File: config.mk
export PLATFORM = sky130hd
export DESIGN_NAME = seg_scan_driver
export DESIGN_NICKNAME = d
export VERILOG_FILES = /design/src/rtl/seg_scan_driver.sv
export SDC_FILE = /design/constraint.sdc
export NUM_CORES = 1
export LEC_CHECK = 0
export BUFFER_PORTS_ARGS = -buffer_cell sky130_fd_sc_hd__buf_4
export CAP_MARGIN = 20
export CELL_PAD_IN_SITES_DETAIL_PLACEMENT = 1
export CELL_PAD_IN_SITES_GLOBAL_PLACEMENT = 1
export CORE_MARGIN = 4
export CORE_UTILIZATION = 47
export CTS_CLUSTER_DIAMETER = 200
export DETAILED_ROUTE_END_ITERATION = 8
export HOLD_SLACK_MARGIN = 0.03
export PLACE_DENSITY = 0.86
export RECOVER_POWER = 50
export SYNTH_ARGS = -nofsm -noshare
export SYNTH_HDL_FRONTEND = slang
export SYNTH_SLANG_ARGS = --single-unit
File: constraint.sdc
create_clock -name CLK -period 3.4 [get_ports CLK]
set_input_delay 0.68 -clock CLK [delete_from_list [all_inputs] [get_ports CLK]]
set_output_delay 0.68 -clock CLK [all_outputs]
set_load 0.02 [all_outputs]
File: src/rtl/seg_scan_driver.sv
// Four-digit seven-segment scan controller: cycles the digit select at a fixed
// refresh rate and swaps in newly loaded values only on frame boundaries.
module seg_scan_driver #(
  parameter int REFRESH_DIV = 100000
) (
  input  logic        CLK,
  input  logic        RESET,
  input  logic        ENABLE_IN,
  input  logic        LOAD_IN,
  input  logic [15:0] VALUE_IN,
  input  logic [3:0]  DOTS_IN,
  input  logic        BLANK_LZ_IN,
  output logic        PENDING_OUT,
  output logic [1:0]  SEG_SELECT_OUT,
  output logic [3:0]  BIN_OUT,
  output logic        DOT_OUT,
  output logic        BLANK_OUT,
  output logic        FRAME_OUT
);

  localparam int            PW        = (REFRESH_DIV > 2) ? $clog2(REFRESH_DIV) : 1;
  localparam logic [PW-1:0] PRESC_MAX = PW'(REFRESH_DIV - 1);

  logic [PW-1:0] presc_q, presc_d;
  logic [1:0]    digit_q, digit_d;
  logic [15:0]   stage_val_q, stage_val_d;
  logic [3:0]    stage_dots_q, stage_dots_d;
  logic          pending_q, pending_d;
  logic [15:0]   disp_val_q, disp_val_d;
  logic [3:0]    disp_dots_q, disp_dots_d;
  logic          frame_q, frame_d;

  logic tick;
  logic boundary;

  assign tick     = ENABLE_IN && (presc_q == PRESC_MAX);
  assign boundary = tick && (digit_q == 2'd3);

  always_comb begin
    presc_d      = presc_q;
    digit_d      = digit_q;
    stage_val_d  = stage_val_q;
    stage_dots_d = stage_dots_q;
    pending_d    = pending_q;
    disp_val_d   = disp_val_q;
    disp_dots_d  = disp_dots_q;
    frame_d      = boundary;

    if (ENABLE_IN) begin
      presc_d = tick ? '0 : presc_q + PW'(1);
    end
    if (tick) begin
      digit_d = digit_q + 2'd1;
    end

    // The display always takes the pre-existing staging contents, so a load
    // coinciding with the boundary stays pending for the following frame.
    if (boundary && pending_q) begin
      disp_val_d  = stage_val_q;
      disp_dots_d = stage_dots_q;
      pending_d   = 1'b0;
    end
    if (LOAD_IN) begin
      stage_val_d  = VALUE_IN;
      stage_dots_d = DOTS_IN;
      pending_d    = 1'b1;
    end
  end

  always_ff @(posedge CLK) begin
    if (!RESET) begin
      presc_q      <= '0;
      digit_q      <= 2'd0;
      stage_val_q  <= 16'h0000;
      stage_dots_q <= 4'h0;
      pending_q    <= 1'b0;
      disp_val_q   <= 16'h0000;
      disp_dots_q  <= 4'h0;
      frame_q      <= 1'b0;
    end else begin
      presc_q      <= presc_d;
      digit_q      <= digit_d;
      stage_val_q  <= stage_val_d;
      stage_dots_q <= stage_dots_d;
      pending_q    <= pending_d;
      disp_val_q   <= disp_val_d;
      disp_dots_q  <= disp_dots_d;
      frame_q      <= frame_d;
    end
  end

  // lz_blank[k]: digit k and every more-significant digit show nothing (no nibble, no dot).
  logic [3:0] lz_blank;
  assign lz_blank[0] = 1'b0;
  generate
    for (genvar gi = 1; gi < 4; gi++) begin : g_lz
      assign lz_blank[gi] = (disp_val_q[15:4*gi] == '0) && (disp_dots_q[3:gi] == '0);
    end
  endgenerate

  assign PENDING_OUT    = pending_q;
  assign SEG_SELECT_OUT = digit_q;
  assign BIN_OUT        = disp_val_q[{digit_q, 2'b00} +: 4];
  assign DOT_OUT        = disp_dots_q[digit_q];
  assign BLANK_OUT      = !ENABLE_IN || (BLANK_LZ_IN && lz_blank[digit_q]);
  assign FRAME_OUT      = frame_q && ENABLE_IN;

endmodule

==> metrics.md <==
| Metric | Value |
|---|---|
| Detailed router's first-iteration violation count | just under 90 |
| Hold_ws | approximately 0.46 ns |
| Post-CTS setup buffer count | 0 |
| DR vias | about 2200 |
| Startpoint class of the critical path | flop |
| Core box area | between 5000 and 6000 µm² |
| Largest net degree at the start of global routing | 46 |
| Slew of the pin with the lowest slew margin | around 1.5 ns |
| CTS clk-pin slew, worst paths | approximately 0.070 ns |
| Overflow after GRT | 0 |
| Crit-path slowest cell | dfxtp_1 |
| Post-route design area | about 3200 µm² |
| Rows | 27 |
| Nets | 344 |
| Slew headroom | under 10% |
| ANT cells | 0 |
| WP data arrival | approximately 2 ns |
| Largest cells by area after synthesis | dfxtp_1, mux2i_1, nand2_1 |
| Distinct cells, synth | 37 |
| Hold_buf cts | 0 |
| Hold crit path type | reg -> reg |
| Share of the synthesized area in the top cell type | a little under half |
| Routed WL | roughly 6800 µm |
| Cells after synthesis | 286 |
| PortBufs | 34 |
| Power density over the cells | about 500 nW/µm² |
| Hpwl dp | ~4700 µm |
| Fmax | 368 MHz |
| Setup violators final | 0 |
| RSZ-0062 raised after global routing | no |
| Global placement routability congestion | 0.796 |
| I/O pins | 35 |
| 1st-pass router iterations | 4 |
| Critical-path cell list | nor4b_1, nand4_1, and3_1, o21ai_0, buf_4 |
| Most common cell after layout, fill and taps aside | dfxtp_1 |
| Initial Util | between 40% and 50% |
| Max-cap violation count | 0 |
| Post-route minimum period | 2.72 ns |
| Final TNS setup | 0 ns |
| TritonCTS buffer count | 9 |
| Die area | 6990 µm² |
| Cell Area, Synth | about 2700 µm² |
| Fillers | 640 |
| Htree depth | 3 |
| CP max stage delay | 0.62 ns |
| CP Data Required Time | 2.72 ns |
| CTS max path bufs | 2 |
| Remaining DRCs | 0 |
| Post-DP Area | around 3000 µm² |
| Worst Skew | approximately 0.0083 ns |
| Pwr Total | 1570 µW |
| Layout area overhead | 17.9% |
| CP Class | reg -> out |
| GRT Total Usage | 20.9% |
| Syn Nets | between 300 and 400 |
| Warnings, synthesis | 0 |
| Worst Setup End Kind | primary output |
| Initial antenna violation count | 0 |
| Seq/Total Area, Yosys | 45.5% |
| Final hold viol count | 0 |
| Avg Inst Size Synth | ~9.4 µm² |
| Seq cells post-synth | 61 |
| Leading area contributor after synthesis | dfxtp_1 |
| Root Buffer | clkbuf_8 |
| First-pass GRT wire length | approximately 11000 µm |
| Max Slew Vio Count | 0 |
| Share of layout cells above drive strength 1 | between 15 and 20% |
| Outcome | completed |
| Worst-skew pair later-pin latency | 0.35 ns |
| CTS tree | done |
| Vias per inst | about 5.5 |
| Tcrit/Tclk final | 79.9% |
| Die Span X | around 84 µm |
| Clock Sinks | roughly 60 |
| Worst IR Drop VDD | between 0.3 and 0.4 mV |
| Vias in the first global route | 2281 |
| Worst-path fanout max | 11 |
| Leak Pwr | roughly 0.0013 µW |
| Post-DR wirelength/cell | between 15 and 20 µm |
| Most frequent cells in the layout | dfxtp_1, nand2_1, mux2i_1 |
| CTS-repair resized insts | 0 |
| Height of the die | around 84 µm |
| Final ANT Viol Nets | 0 |
==> metal layers <==
metal | up-vias | wire, µm | GRT usage [%]
met4 | 0 | 139 | 8.19
met2 | 39 | 3440 | 35.0
met3 | 9 | 262 | 7.11
met1 | 1071 | 2930 | 24.5
li1 | 1052 | - | -
met5 | - | 0 | 0
==> report_power, final <==
part | total [µW] | switching [µW] | internal, µW
Sequential | 743 | 11.0 | 731
Clock | 744 | 291 | 454
Combinational | 83.2 | 45.3 | 38.0
==> synthesized netlist by cell type (all sizes together) <==
| cell type | number |
|---|---|
| or3 | 1 |
| nor3 | 5 |
| nor2b | 1 |
| dfxtp | 61 |
| nor2 | 36 |
| clkinv | 1 |
| nor4b | 1 |
| buf | 9 |
| and3 | 4 |
| o22ai | 1 |
| and4bb | 1 |
| clkbuf | 7 |
| and2 | 3 |
| a21oi | 6 |
| mux2i | 41 |
| or4 | 2 |
| o31ai | 2 |
| mux4 | 5 |
| nand4 | 8 |
| inv | 4 |
| nand2 | 47 |
| ha | 2 |
| nor4 | 6 |
| xnor2 | 8 |
| nand2b | 1 |
| xor2 | 4 |
| nand3b | 2 |
| and4 | 2 |
| o21ai | 6 |
| nand3 | 9 |
==> worst max-delay path, delay by kind of cell (launching register included) <==
| family | cells | cell delay, ns |
|---|---|---|
| compound gates | 1 | 0.27 |
| flops | 1 | 0.62 |
| buf+inv | 1 | 0.21 |
| simple gates | 3 | 0.59 |
==> cell families (layout without fill, tap and decap cells) <==
group	count (synthesis)	after routing	synth area share, %
adders and majority gates	2	2	0.932
and+or+nand+nor	129	129	23.5
AOI/OAI and AO/OA	15	15	3.17
buffers and inverters	21	57	3.54
DFF	61	61	45.5
muxes	46	46	19.5
xor gates and xnor gates	12	12	3.91
==> area by class of cell <==
type,instances,area (µm²),area share (%)
tap,72,90.1,2.85
clock buffer,13,159,5.02
multi-input combinational,204,1350,42.8
timing repair buffer,36,255,8.06
sequential,61,1220,38.6
clock inverter,3,67.6,2.13
inverter,5,18.8,0.593
==> registers in the layout, summed over array words and instances, names as in the netlist <==
| signal | cells |
|---|---|
| stage_val_q | 16 |
| stage_dots_q | 4 |
| PENDING_OUT | 1 |
| disp_dots_q | 4 |
| presc_q | 17 |
| SEG_SELECT_OUT | 2 |
| frame_q | 1 |
| disp_val_q | 16 |
==> final timing paths <==
kind,start,end,slack [ns],depth (start not counted)
min,stage_val_q[9]$_SDFFE_PN0P_,disp_val_q[9]$_SDFFE_PN0P_,0.46,2
max reg2reg,presc_q[0]$_SDFFE_PN0P_,disp_val_q[0]$_SDFFE_PN0P_,0.71,6
max,SEG_SELECT_OUT[0]$_SDFFE_PN0N_,BLANK_OUT,0.68,5
min reg2reg,stage_val_q[9]$_SDFFE_PN0P_,disp_val_q[9]$_SDFFE_PN0P_,0.46,2
==> through the flow <==
step / setup WS, ns / util, % / cells
2_1_floorplan: 1.02 / - / 286
3_3_place_gp: 1.12 / 53.6 / 378
3_5_place_dp: 1.07 / 53.6 / 378
4_1_cts: 0.654 / 57.7 / 394
5_1_grt: 0.443 / 57.1 / 394
6_report: 0.683 / 57.1 / 394
(Power assumes the default switching activity.)
